### src/rtl/mc_main_controller.sv
// Multicycle MIPS-subset main controller.
// Moore FSM that walks each instruction through fetch, decode, execute,
// memory and writeback, driving the ALU operation code and every datapath
// enable. The only combinational input path is zero -> pc_en, which
// resolves beq in the cycle the ALU compares the two registers.
module mc_main_controller #(
  parameter int CNT_W = 16
) (
  input  logic             clk,
  input  logic             rst,
  input  logic [5:0]       opcode,
  input  logic [5:0]       funct,
  input  logic             zero,
  output logic             pc_en,
  output logic [1:0]       pc_src,
  output logic             i_or_d,
  output logic             mem_read,
  output logic             mem_write,
  output logic             ir_write,
  output logic             reg_dst,
  output logic             mem_to_reg,
  output logic             reg_write,
  output logic             alu_src_a,
  output logic [1:0]       alu_src_b,
  output logic [2:0]       alu_op,
  output logic [CNT_W-1:0] retired
);

  // Instruction opcodes (IR[31:26]).
  localparam logic [5:0] OP_RTYPE = 6'b000000;
  localparam logic [5:0] OP_J     = 6'b000010;
  localparam logic [5:0] OP_BEQ   = 6'b000100;
  localparam logic [5:0] OP_ADDI  = 6'b001000;
  localparam logic [5:0] OP_LW    = 6'b100011;
  localparam logic [5:0] OP_SW    = 6'b101011;

  // R-type function codes (IR[5:0]).
  localparam logic [5:0] FN_ADD = 6'b100000;
  localparam logic [5:0] FN_SUB = 6'b100010;
  localparam logic [5:0] FN_AND = 6'b100100;
  localparam logic [5:0] FN_OR  = 6'b100101;
  localparam logic [5:0] FN_SLT = 6'b101010;

  // ALU operation codes.
  localparam logic [2:0] ALU_ADD = 3'b000;
  localparam logic [2:0] ALU_SUB = 3'b001;
  localparam logic [2:0] ALU_AND = 3'b010;
  localparam logic [2:0] ALU_OR  = 3'b011;
  localparam logic [2:0] ALU_SLT = 3'b101;

  // B operand selects.
  localparam logic [1:0] SRCB_REG  = 2'b00;
  localparam logic [1:0] SRCB_FOUR = 2'b01;
  localparam logic [1:0] SRCB_IMM  = 2'b10;
  localparam logic [1:0] SRCB_IMM4 = 2'b11;

  // PC source selects.
  localparam logic [1:0] PCSRC_ALU  = 2'b00;
  localparam logic [1:0] PCSRC_OUT  = 2'b01;
  localparam logic [1:0] PCSRC_JUMP = 2'b10;

  typedef enum logic [3:0] {
    S_FETCH  = 4'd0,
    S_DECODE = 4'd1,
    S_MEMADR = 4'd2,
    S_MEMRD  = 4'd3,
    S_MEMWB  = 4'd4,
    S_MEMWR  = 4'd5,
    S_REXE   = 4'd6,
    S_RWB    = 4'd7,
    S_BEQ    = 4'd8,
    S_JMP    = 4'd9,
    S_IEXE   = 4'd10,
    S_IWB    = 4'd11
  } state_e;

  // All datapath controls for one state, kept together so a state's
  // output set is built and registered as a single value.
  typedef struct packed {
    logic       pc_write;
    logic       branch;
    logic [1:0] pc_src;
    logic       i_or_d;
    logic       mem_read;
    logic       mem_write;
    logic       ir_write;
    logic       reg_dst;
    logic       mem_to_reg;
    logic       reg_write;
    logic       alu_src_a;
    logic [1:0] alu_src_b;
    logic [2:0] alu_op;
  } ctrl_t;

  state_e     state_q, state_d;
  ctrl_t      ctrl_q, ctrl_out;
  logic [CNT_W-1:0] retired_q;
  logic       retire;
  logic       state_legal;

  // True for the R-type function codes the datapath implements.
  function automatic logic funct_supported(input logic [5:0] fn);
    return (fn == FN_ADD) || (fn == FN_SUB) || (fn == FN_AND) ||
           (fn == FN_OR)  || (fn == FN_SLT);
  endfunction

  // ALU operation for a supported R-type function code.
  function automatic logic [2:0] rtype_alu_op(input logic [5:0] fn);
    logic [2:0] op;
    op = ALU_ADD;
    case (fn)
      FN_SUB:  op = ALU_SUB;
      FN_AND:  op = ALU_AND;
      FN_OR:   op = ALU_OR;
      FN_SLT:  op = ALU_SLT;
      default: op = ALU_ADD;
    endcase
    return op;
  endfunction

  // Output set of a state; anything not named for a state stays 0.
  function automatic ctrl_t ctrl_for(input state_e s, input logic [5:0] fn);
    ctrl_t c;
    c = '0;
    case (s)
      S_FETCH: begin
        c.mem_read  = 1'b1;
        c.ir_write  = 1'b1;
        c.alu_src_b = SRCB_FOUR;
        c.alu_op    = ALU_ADD;
        c.pc_write  = 1'b1;
        c.pc_src    = PCSRC_ALU;
      end
      S_DECODE: begin
        // Branch target is computed speculatively into ALUOut.
        c.alu_src_b = SRCB_IMM4;
        c.alu_op    = ALU_ADD;
      end
      S_MEMADR, S_IEXE: begin
        c.alu_src_a = 1'b1;
        c.alu_src_b = SRCB_IMM;
        c.alu_op    = ALU_ADD;
      end
      S_MEMRD: begin
        c.mem_read = 1'b1;
        c.i_or_d   = 1'b1;
      end
      S_MEMWB: begin
        c.reg_write  = 1'b1;
        c.mem_to_reg = 1'b1;
      end
      S_MEMWR: begin
        c.mem_write = 1'b1;
        c.i_or_d    = 1'b1;
      end
      S_REXE: begin
        c.alu_src_a = 1'b1;
        c.alu_src_b = SRCB_REG;
        c.alu_op    = rtype_alu_op(fn);
      end
      S_RWB: begin
        c.reg_write = 1'b1;
        c.reg_dst   = 1'b1;
      end
      S_BEQ: begin
        c.alu_src_a = 1'b1;
        c.alu_src_b = SRCB_REG;
        c.alu_op    = ALU_SUB;
        c.branch    = 1'b1;
        c.pc_src    = PCSRC_OUT;
      end
      S_JMP: begin
        c.pc_write = 1'b1;
        c.pc_src   = PCSRC_JUMP;
      end
      S_IWB: begin
        c.reg_write = 1'b1;
      end
      default: c = '0;
    endcase
    return c;
  endfunction

  // Next-state decode; unused encodings recover to FETCH.
  always_comb begin
    // NOTE: default assignment first so every path drives state_d and no latch is inferred.
    state_d = S_FETCH;
    case (state_q)
      S_FETCH:  state_d = S_DECODE;
      S_DECODE: begin
        case (opcode)
          OP_LW, OP_SW: state_d = S_MEMADR;
          OP_RTYPE:     state_d = funct_supported(funct) ? S_REXE : S_FETCH;
          OP_BEQ:       state_d = S_BEQ;
          OP_J:         state_d = S_JMP;
          OP_ADDI:      state_d = S_IEXE;
          default:      state_d = S_FETCH;
        endcase
      end
      S_MEMADR: state_d = (opcode == OP_SW) ? S_MEMWR : S_MEMRD;
      S_MEMRD:  state_d = S_MEMWB;
      S_REXE:   state_d = S_RWB;
      S_IEXE:   state_d = S_IWB;
      S_MEMWB, S_MEMWR, S_RWB, S_BEQ, S_JMP, S_IWB: state_d = S_FETCH;
      default:  state_d = S_FETCH;
    endcase
  end

  // The last state of every legal instruction retires it, taken or not.
  assign retire = (state_q == S_MEMWB) || (state_q == S_MEMWR) ||
                  (state_q == S_RWB)   || (state_q == S_BEQ)   ||
                  (state_q == S_JMP)   || (state_q == S_IWB);

  // State, registered outputs for the state being entered, and the retire counter.
  always_ff @(posedge clk or posedge rst) begin
    if (rst) begin
      state_q   <= S_FETCH;
      ctrl_q    <= ctrl_for(S_FETCH, 6'b000000);
      retired_q <= '0;
    end else begin
      // NOTE: non-blocking assignments so all state updates see pre-edge values.
      state_q <= state_d;
      ctrl_q  <= ctrl_for(state_d, funct);
      if (retire) begin
        retired_q <= retired_q + CNT_W'(1);
      end
    end
  end

  // An unused encoding can only come from an upset; it drives nothing
  // for its single cycle before recovering to FETCH.
  assign state_legal = (state_q <= S_IWB);
  assign ctrl_out    = state_legal ? ctrl_q : '0;

  assign pc_en      = ctrl_out.pc_write | (ctrl_out.branch & zero);
  assign pc_src     = ctrl_out.pc_src;
  assign i_or_d     = ctrl_out.i_or_d;
  assign mem_read   = ctrl_out.mem_read;
  assign mem_write  = ctrl_out.mem_write;
  assign ir_write   = ctrl_out.ir_write;
  assign reg_dst    = ctrl_out.reg_dst;
  assign mem_to_reg = ctrl_out.mem_to_reg;
  assign reg_write  = ctrl_out.reg_write;
  assign alu_src_a  = ctrl_out.alu_src_a;
  assign alu_src_b  = ctrl_out.alu_src_b;
  assign alu_op     = ctrl_out.alu_op;
  assign retired    = retired_q;

endmodule
### config.mk
export PLATFORM = sky130hd
export DESIGN_NAME = mc_main_controller
export DESIGN_NICKNAME = d
export VERILOG_FILES = /design/src/rtl/mc_main_controller.sv
export SDC_FILE = /design/constraint.sdc
export NUM_CORES = 1
export LEC_CHECK = 0
export ABC_AREA = 1
export ABC_CLOCK_PERIOD_IN_PS = 2810
export BUFFER_PORTS_ARGS = -buffer_cell sky130_fd_sc_hd__buf_2
export CORE_MARGIN = 1.5
export CORE_UTILIZATION = 52
export CTS_CLUSTER_DIAMETER = 80
export DETAILED_ROUTE_END_ITERATION = 10
export MAX_ROUTING_LAYER = met4
export PLACE_DENSITY = 0.78
export RECOVER_POWER = 50
export SLEW_MARGIN = 0
export SYNTH_ARGS = -nofsm -noshare
export SYNTH_HDL_FRONTEND = slang
export SYNTH_SLANG_ARGS = --single-unit
### constraint.sdc
create_clock -name clk -period 2.81 [get_ports clk]
set_clock_uncertainty 0.05 [all_clocks]
set_input_delay 0 -clock clk [delete_from_list [all_inputs] [get_ports clk]]
set_output_delay 0 -clock clk [all_outputs]
set_load 0.02 [all_outputs]
==> results of run 1 <==
==> per-layer routing <==
metal  up-vias  share of wire  track usage  wire length, um
met4         0          0.017       0.0750               58
met1       726           0.48        0.268             1690
met3         6          0.040       0.0559              141
met2        31           0.46        0.308             1620
li1        817              -            -                -
met5         -              0            -                0
==> power breakdown <==
group,switching [mW],total [mW],internal (mW)
Clock,0.175,0.360,0.185
Sequential,0.0432,0.655,0.611
Combinational,0.274,0.403,0.129
Total,0.492,1.42,0.925
==> logic make-up (layout without fill, tap and decap cells) <==
kind of cell	Yosys count	in the layout	synth area share
simple gates	119	119	0.311
buf+inv	49	109	0.0995
flops	36	36	0.490
xor+xnor	13	13	0.0616
compound gates	10	10	0.0311
fa+ha+maj	1	1	0.00676
==> synthesized netlist by cell type (3+ instances only) <==
master and count:
inv_1 46, nand2_1 41, nor2_1 38, dfrtp_1 32
nand3_1 15, nand4_1 7, xor2_1 7, xnor2_1 6
dfstp_2 4, nor3_1 3, o21ai_0 3
==> critical path, cell delays in order <==
cell,delay (ps)
dlygate4sd3_1,530
buf_2,140
nor2_1,190
dlygate4sd3_1,580
nand2_1,50
dlygate4sd3_1,560
nor2_1,180
nor3_2,90
nand3_1,180
o21bai_1,110
==> worst max path at each step <==
stage                                      start                      end  slack (ps)  cells past startpoint
final                                  opcode[2]     ctrl_q[11]$_DFF_PP1_         420                     10
after global routing                   opcode[2]     ctrl_q[11]$_DFF_PP1_         300                     10
after CTS                              opcode[2]     ctrl_q[11]$_DFF_PP1_         470                     10
after detailed placement    state_q[3]$_DFF_PP0_     ctrl_q[11]$_DFF_PP1_        1110                      6
after global placement      state_q[3]$_DFF_PP0_      ctrl_q[0]$_DFF_PP0_        1180                      6
after floorplan           retired[1]$_DFFE_PP0P_  retired[12]$_DFFE_PP0P_        1350                      6
==> state kept, by name (all words and copies together), names as in the netlist <==
register,count
ctrl_q,16
retired,16
state_q,4
==> repair_timing <==
item                                   CTS  global route
setup endpoints to repair                0             0
endpoints found under the hold margin   34             0
setup buffers                            0             0
hold buffers                             6             0
==> metrics by stage <==
stage	utilization	power (mW)	instance area, um^2	setup slack [ps]	hold WS, ps
2_1_floorplan	-	0.953	1850	1350	114
3_3_place_gp	0.637	1.06	2140	1180	67.9
3_5_place_dp	0.637	1.07	2140	1110	66.0
5_1_grt	0.671	1.50	2260	303	25.7
6_report	0.671	1.42	2260	418	9.36
4_1_cts	0.678	1.44	2280	469	1.30
==> final cells by class <==
class / count / area [um^2]
fillers: 306 / 1110
flip-flops and latches: 36 / 906
multi-input cells: 143 / 757
repair buffers: 53 / 277
inverters: 48 / 180
well taps: 46 / 57.6
clock inverters: 3 / 42.5
clock buffers: 5 / 37.5
==> flow_summary_export.csv, run 1 <==
group,metric,value,unit
floorplan,start_util,0.550,
power,p_leak,1.26,nW
logic_synthesis,synth_top_area_frac,0.433,
clock_network,clk_latency,340,ps
worst_setup_path,cp_data_required_time,3030,ps
grt,antenna_found_initial,0,
sta,maxClockFrequency,418,MHz
hold_path,holdCritPathClass,"input pin to flip-flop",
sta,finalCritPeriodShare,0.851,
worst_setup_path,cp.arrival,2610,ps
grt,grt_max_degree,37,
sta,setup_viol,0,
clock_network,path_clk_slew,110,ps
grt,grt_pass1_vias,1396,
drt,wl_per_cell,10.5,um
run_status,violations,"capacitance limit, slew limit",
floorplan,die_w,62.6,um
logic_synthesis,ys_top_cells_by_area,"dfrtp_1, inv_1, nand2_1",
hold_path,holdPathEnd,"ctrl_q[0]$_DFF_PP0_",
logic_synthesis,syn_area_per_cell,8.11,um^2
floorplan,die_y,62.6,um
drt,drt_iter0_drc,64,
clock_network,numClockSinks,36,
worst_setup_path,r2r_cells,6,
sta,final_hold_viol_count,0,
grt,grt.overflow.total,0,
layout,drive_gt1_frac,0.191,
clock_network,cts_tree,"built",
grt,track_usage,0.205,
grt,grt_pass1_wl,6110,um
layout,synthToLayoutAreaGrowth,22.1,%
placed_design,io_buffers,46,
power,peakVddDrop,0.379,mV
layout,fin_nets,303,
placed_design,dpl.cell_count,320,
logic_synthesis,ys_seq_elements,36,
sta,fin_tns_setup,0,ps
logic_synthesis,synth_cell_types,30,
run_status,status,"complete, but fails checks",
sta,relSlewSlack,-0.184,
worst_setup_path,crit_path_max_fanout,4,
logic_synthesis,synth.yosys.seq_area_share,0.490,
sta,rsz0062_at_grt,"no",
hold_path,whs_path_depth,5,
clock_network,numCtsBuffers,5,
logic_synthesis,synth_edf_count,0,
drt,drt_wl_total,3510,um
drt,drc,0,
job,drv_cap,1,
clock_network,cts_buffer_depth,2,
worst_setup_path,rrSetupSlack,1070,ps
floorplan,die-area,0.00392,mm^2
sta,maxSlewViolCount,37,
logic_synthesis,synthesis.instances,228,
worst_setup_path,worstReg2RegStart,"state_q[3]$_DFF_PP0_",
worst_setup_path,cp-end-kind,"flip-flop",
floorplan,rows,21,
placed_design,gp_congestion,0.838,
layout,layout_commonest_cell,"inv_1",
floorplan,core_region_area,0.00336,mm^2
layout,layout_common_cells,"inv_1, nand2_1, nor2_1",
logic_synthesis,postSynth.topFlopCell,"dfrtp_1",
logic_synthesis,syn_nets,244,
worst_setup_path,reg2reg_to,"ctrl_q[11]$_DFF_PP1_",
worst_setup_path,critical_path_class,"input pin to flip-flop",
logic_synthesis,ys.warnings.count,0,
layout,antennaDiodeCount,0,
clock_network,root_buffer,"clkbuf_4",
logic_synthesis,synth.cell_area,0.00185,mm^2
hold_path,hp-start,"funct[0]",
clock_network,cts_resized,0,
drt,num_vias,1580,
drt,ant_nets,0,
layout,instances_no_fill,334,
logic_synthesis,synthArstFlopShare,1.00,
logic_synthesis,yosysTopAreaCell,"dfrtp_1",
placed_design,dpl.hpwl,2650,um
drt,vias_per_cell,4.73,
power,powerDensity,628,mW/mm^2
sta,worstMarginPinSlew,1780,ps
floorplan,io_pins,47,
worst_setup_path,cp-start-kind,"input pin",
drt,firstDrtPassIters,4,
sta,period_minus_slack,2390,ps
clock_network,h-tree-depth,2,
(Power assumes the default switching activity.)
==> run 2, diff against run 1 <==
--- a/config.mk
+++ b/config.mk
@@ -10,6 +10,7 @@
 export BUFFER_PORTS_ARGS = -buffer_cell sky130_fd_sc_hd__buf_2
 export CORE_MARGIN = 1.5
 export CORE_UTILIZATION = 52
+export CTS_BUF_LIST = sky130_fd_sc_hd__clkbuf_8
 export CTS_CLUSTER_DIAMETER = 80
 export DETAILED_ROUTE_END_ITERATION = 10
 export MAX_ROUTING_LAYER = met4
==> flow_summary_export.csv, run 2 (synthesis results as in run 1) <==
group,metric,value,unit
clock_network,numClockSinks,36,
clock_network,clk_latency,290,ps
sta,maxSlewViolCount,0,
sta,worstMarginPinSlew,479,ps
sta,relSlewSlack,0.681,
clock_network,h-tree-depth,2,
sta,finalCritPeriodShare,0.634,
run_status,status,"complete, no violations",
drt,firstDrtPassIters,4,
power,p_leak,1.27,nW
sta,rsz0062_at_grt,"no",
power,powerDensity,663,mW/mm^2
placed_design,io_buffers,46,
worst_setup_path,crit_path_max_fanout,16,
worst_setup_path,critical_path_class,"flip-flop to output pin",
floorplan,io_pins,47,
floorplan,start_util,0.550,
layout,drive_gt1_frac,0.196,
worst_setup_path,crit_path_top_delay_cell,"dfrtp_1",
hold_path,whs_path_depth,5,
worst_setup_path,cp.arrival,1730,ps
grt,met3_usage,0.0559,
layout,fin_nets,301,
grt,grt_util_met1,0.264,
worst_setup_path,cp-end-kind,"output pin",
grt,antenna_found_initial,0,
worst_setup_path,path_cells,"nand2_1 -> inv_1 -> nor2_1 -> a22oi_1 -> inv_1 -> buf_2",
worst_setup_path,slowest_delay,410,ps
floorplan,die-area,0.00392,mm^2
placed_design,pre_cts_slack,1110,ps
sta,fin_tns_setup,0,ps
worst_setup_path,path_common_cell,"inv_1",
grt,grt_pass1_wl,6110,um
floorplan,die_y,62.6,um
clock_network,cts_tree,"built",
power,peakVddDrop,0.288,mV
layout,antennaDiodeCount,0,
placed_design,dpl.hpwl,2650,um
worst_setup_path,cpLargestDelayFamily,"buffers and inverters",
sta,period_minus_slack,1780,ps
floorplan,rows,21,
drt,drc,0,
worst_setup_path,reg2reg_to,"ctrl_q[11]$_DFF_PP1_",
clock_network,root_buffer,"clkbuf_8",
grt,track_usage,0.203,
grt,grtUsageMet2,0.312,
worst_setup_path,rrSetupSlack,1080,ps
drt,ant_nets,0,
worst_setup_path,critPathLaunch,"state_q[3]$_DFF_PP0_",
grt,grt.overflow.total,0,
hold_path,hp-start,"opcode[5]",
layout,synthToLayoutAreaGrowth,22.9,%
drt,wl_per_cell,10.6,um
layout,layout_common_cells,"inv_1, nand2_1, nor2_1",
drt,num_vias,1564,
clock_network,path_clk_slew,80,ps
floorplan,core_region_area,0.00336,mm^2
drt,drt_wl_total,3520,um
worst_setup_path,cp-start-kind,"flip-flop",
grt,grt_pass1_vias,1397,
drt,drt_iter0_drc,39,
power,power.total,1.51,mW
layout,layout_commonest_cell,"inv_1",
hold_path,holdPathEnd,"ctrl_q[10]$_DFF_PP0_",
grt,busiest_layer,"met2",
worst_setup_path,cp_data_required_time,2760,ps
drt,vias_per_cell,4.71,
floorplan,die_w,62.6,um
clock_network,cts_buffer_depth,2,
grt,grt_max_degree,37,
sta,maxClockFrequency,562,MHz
placed_design,gp_congestion,0.838,
job,drv_cap,0,
sta,final_hold_viol_count,0,
worst_setup_path,critPathBufInv,3,
hold_path,holdCritPathClass,"input pin to flip-flop",
worst_setup_path,r2r_cells,6,
worst_setup_path,worstReg2RegStart,"state_q[3]$_DFF_PP0_",
sta,setup_viol,0,
sta,timing.final.ws_setup,1030,ps
clock_network,numCtsBuffers,5,
==> run 2: cell types whose count changed in the layout (fill, tap and decap cells not counted) <==
cell           delta
buf_4             +1
clkbuf_1          -1
clkbuf_4          -5
clkbuf_8          +5
dlygate4sd3_1     -2
==> run 2: how the worst max path moves through the flow <==
| stage | to | slack [ps] | cells after the start |
|---|---|---|---|
| 4_1_cts | pc_en | 1000 | 6 |
| 3_5_place_dp | ctrl_q[11]$_DFF_PP1_ | 1110 | 6 |
| 5_1_grt | pc_en | 870 | 6 |
| 2_1_floorplan | retired[12]$_DFFE_PP0P_ | 1350 | 6 |
| 6_report | pc_en | 1030 | 6 |
| 3_3_place_gp | ctrl_q[0]$_DFF_PP0_ | 1180 | 6 |
==> run 2: worst reg2reg max path, stage by stage, from the launching register on <==
cell,delay (ps)
dfrtp_1,410
nand2_1,150
inv_1,400
o21ai_1,220
inv_1,110
nand3_1,140
o21bai_1,180
==> run 2: repair_timing <==
action,4_1_cts,5_1_grt
resized for setup,0,0
hold buffers,4,0
endpoints found under the hold margin,34,0
setup buffers,0,0
==> run 2: area by class of cell <==
cell class                 count  area (um^2)
sequential                    36          906
clock buffer                   5         68.8
fill                         302         1090
multi-input combinational    143          757
inverter                      48          180
clock inverter                 3         42.5
timing repair buffer          51          260
tap                           46         57.6
==> run 2: routing by layer <==
layer	routed length [um]	vias up
met5	0	-
met4	51	0
met3	138	6
met2	1650	31
met1	1680	719
li1	-	808
==> run 2: report_power, final <==
group          switching, mW  total (mW)  internal (mW)  leakage, nW
Sequential            0.0429       0.655          0.612        0.479
Combinational          0.274       0.403          0.128        0.734
Clock                  0.186       0.448          0.262       0.0541
==> run 2: metrics by stage <==
step,instance area [um^2],hold slack (ps),utilization,instances
after floorplan,1850,114,-,228
after global placement,2140,67.9,0.637,320
after detailed placement,2140,66.0,0.637,320
after CTS,2290,19.3,0.682,332
after global routing,2270,72.4,0.676,332
final,2270,21.0,0.676,332
==> run 3, diff against run 2 <==
--- a/config.mk
+++ b/config.mk
@@ -6,7 +6,7 @@
 export NUM_CORES = 1
 export LEC_CHECK = 0
 export ABC_AREA = 1
-export ABC_CLOCK_PERIOD_IN_PS = 2810
+export ABC_CLOCK_PERIOD_IN_PS = 1700
 export BUFFER_PORTS_ARGS = -buffer_cell sky130_fd_sc_hd__buf_2
 export CORE_MARGIN = 1.5
 export CORE_UTILIZATION = 52
==> constraint.sdc (replaced) <==
create_clock -name clk -period 1.7 [get_ports clk]
set_clock_uncertainty 0.05 [all_clocks]
set_input_delay 0 -clock clk [delete_from_list [all_inputs] [get_ports clk]]
set_output_delay 0 -clock clk [all_outputs]
set_load 0.02 [all_outputs]
==> flow_summary_export.csv, run 3 (synthesis results as in run 1) <==
group,metric,value,unit
drt,wl_per_cell,10.8,um
placed_design,io_buffers,46,
layout,antennaDiodeCount,0,
drt,num_vias,1590,
worst_setup_path,cp_data_required_time,1820,ps
clock_network,clk_latency,280,ps
sta,period_minus_slack,1590,ps
placed_design,dpl.cell_count,322,
drt,drt_iter0_drc,53,
grt,met3_usage,0.0486,
grt,antenna_found_initial,0,
clock_network,root_buffer,"clkbuf_8",
sta,maxSlewViolCount,0,
floorplan,die-area,0.00392,mm^2
floorplan,io_pins,47,
layout,drive_gt1_frac,0.242,
grt,grt_util_met1,0.265,
power,peakVddDrop,0.603,mV
grt,track_usage,0.206,
layout,instances_no_fill,335,
run_status,status,"complete, no violations",
placed_design,dpl.hpwl,2740,um
drt,drc,0,
layout,synthToLayoutAreaGrowth,25.0,%
worst_setup_path,slowest_delay,440,ps
sta,worstMarginPinSlew,850,ps
drt,vias_per_cell,4.75,
worst_setup_path,cp.arrival,1720,ps
layout,final_core_util,0.688,
placed_design,pre_cts_slack,76.7,ps
hold_path,holdCritPathClass,"input pin to flip-flop",
worst_setup_path,cp-start-kind,"flip-flop",
floorplan,die_y,62.6,um
worst_setup_path,cp-end-kind,"flip-flop",
worst_setup_path,crit_path_top_delay_cell,"dfrtp_2",
grt,busiest_layer,"met2",
worst_setup_path,path_cells,"nand2_2 -> nand3_4 -> nor3_4 -> nand3_4 -> nor2_4 -> nand3_1 -> nand2_1 -> nand2_1",
drt,drt_wl_total,3600,um
sta,rsz0062_at_grt,"yes",
grt,grtUsageMet2,0.323,
drt,ant_nets,0,
power,powerDensity,1030,mW/mm^2
grt,grt.overflow.total,0,
floorplan,core_region_area,0.00336,mm^2
layout,seqCellArea,907,um^2
sta,relSlewSlack,0.434,
job,drv_cap,0,
drt,firstDrtPassIters,4,
floorplan,start_util,0.550,
grt,grt_pass1_wl,6220,um
clock_network,path_clk_slew,70,ps
sta,whs,24.8,ps
grt,grt_max_degree,37,
clock_network,cts_buffer_depth,2,
floorplan,rows,21,
sta,maxClockFrequency,628,MHz
placed_design,gp_congestion,0.871,
power,p_leak,1.29,nW
sta,setup_viol,0,
worst_setup_path,critical_path_class,"flip-flop to flip-flop",
power,power.total,2.38,mW
layout,fin_nets,304,
clock_network,numClockSinks,36,
sta,finalCritPeriodShare,0.937,
layout,layout_commonest_cell,"inv_1",
clock_network,cts_tree,"built",
clock_network,h-tree-depth,2,
sta,timing.final.ws_setup,107,ps
clock_network,numCtsBuffers,5,
grt,grt_pass1_vias,1482,
layout,multi_input_area,797,um^2
layout,layout_common_cells,"inv_1, nand2_1, nor2_1",
sta,final_hold_viol_count,0,
worst_setup_path,crit_path_max_fanout,6,
floorplan,die_w,62.6,um
layout,fillers,319,
-- run 3: changes by cell type in the layout (fill, tap and decap cells not counted), moves of 2 or more --
cell	change
nor2_4	+2
nand2_2	+2
nand2_1	-2
nor2_1	-2
clkbuf_1	-2
buf_2	+2
buf_4	+2
-- run 3: critical path: cells and delay by family, from the launching register on --
family           cells  cell delay [ps]
DFF                  1              440
and+or+nand+nor      8              980
-- run 3: layer usage --
metal	up-vias	wire [um]
li1	819	-
met1	717	1760
met2	47	1600
met3	7	190
met4	0	49
met5	-	0
-- run 3: power by group --
part	switching (mW)	internal (mW)	leakage (nW)
Sequential	0.0828	1.01	0.477
Combinational	0.473	0.226	0.769
Clock	0.296	0.285	0.0479
Total	0.852	1.52	1.29
-- run 3: through the flow --
stage / setup TNS [ps] / cell area, um^2
final: 0 / 2310
after floorplan: 0 / 1850
after global placement: 0 / 2160
after CTS: 0 / 2280
after global routing: -26.5 / 2310
after detailed placement: 0 / 2160
-- run 3: final timing paths --
path	depth (start not counted)	slack (ps)	to	startpoint
max	8	110	retired[13]$_DFFE_PP0P_	state_q[3]$_DFF_PP0_
min	5	20	ctrl_q[10]$_DFF_PP0_	opcode[5]
min reg2reg	1	420	retired[15]$_DFFE_PP0P_	retired[15]$_DFFE_PP0P_
max in group asynchronous	4	560	state_q[3]$_DFF_PP0_	rst
min in group asynchronous	4	460	ctrl_q[14]$_DFF_PP0_	rst
max reg2reg	8	110	retired[13]$_DFFE_PP0P_	state_q[3]$_DFF_PP0_
-- run 3: final cells by class --
type / count / share of cell area
Inverter: 48 / 0.0779
Clock inverter: 3 / 0.00812
Clock buffer: 5 / 0.0298
Timing Repair Buffer: 54 / 0.122
Tap cell: 46 / 0.0249
Sequential cell: 36 / 0.392
Multi-Input combinational cell: 143 / 0.345
-- run 3: repair_timing --
action,in CTS,in global routing
resized for setup,0,10
buffers inserted,0,1
setup endpoints to repair,0,8
endpoints found under the hold margin,34,0
hold buffers,4,0
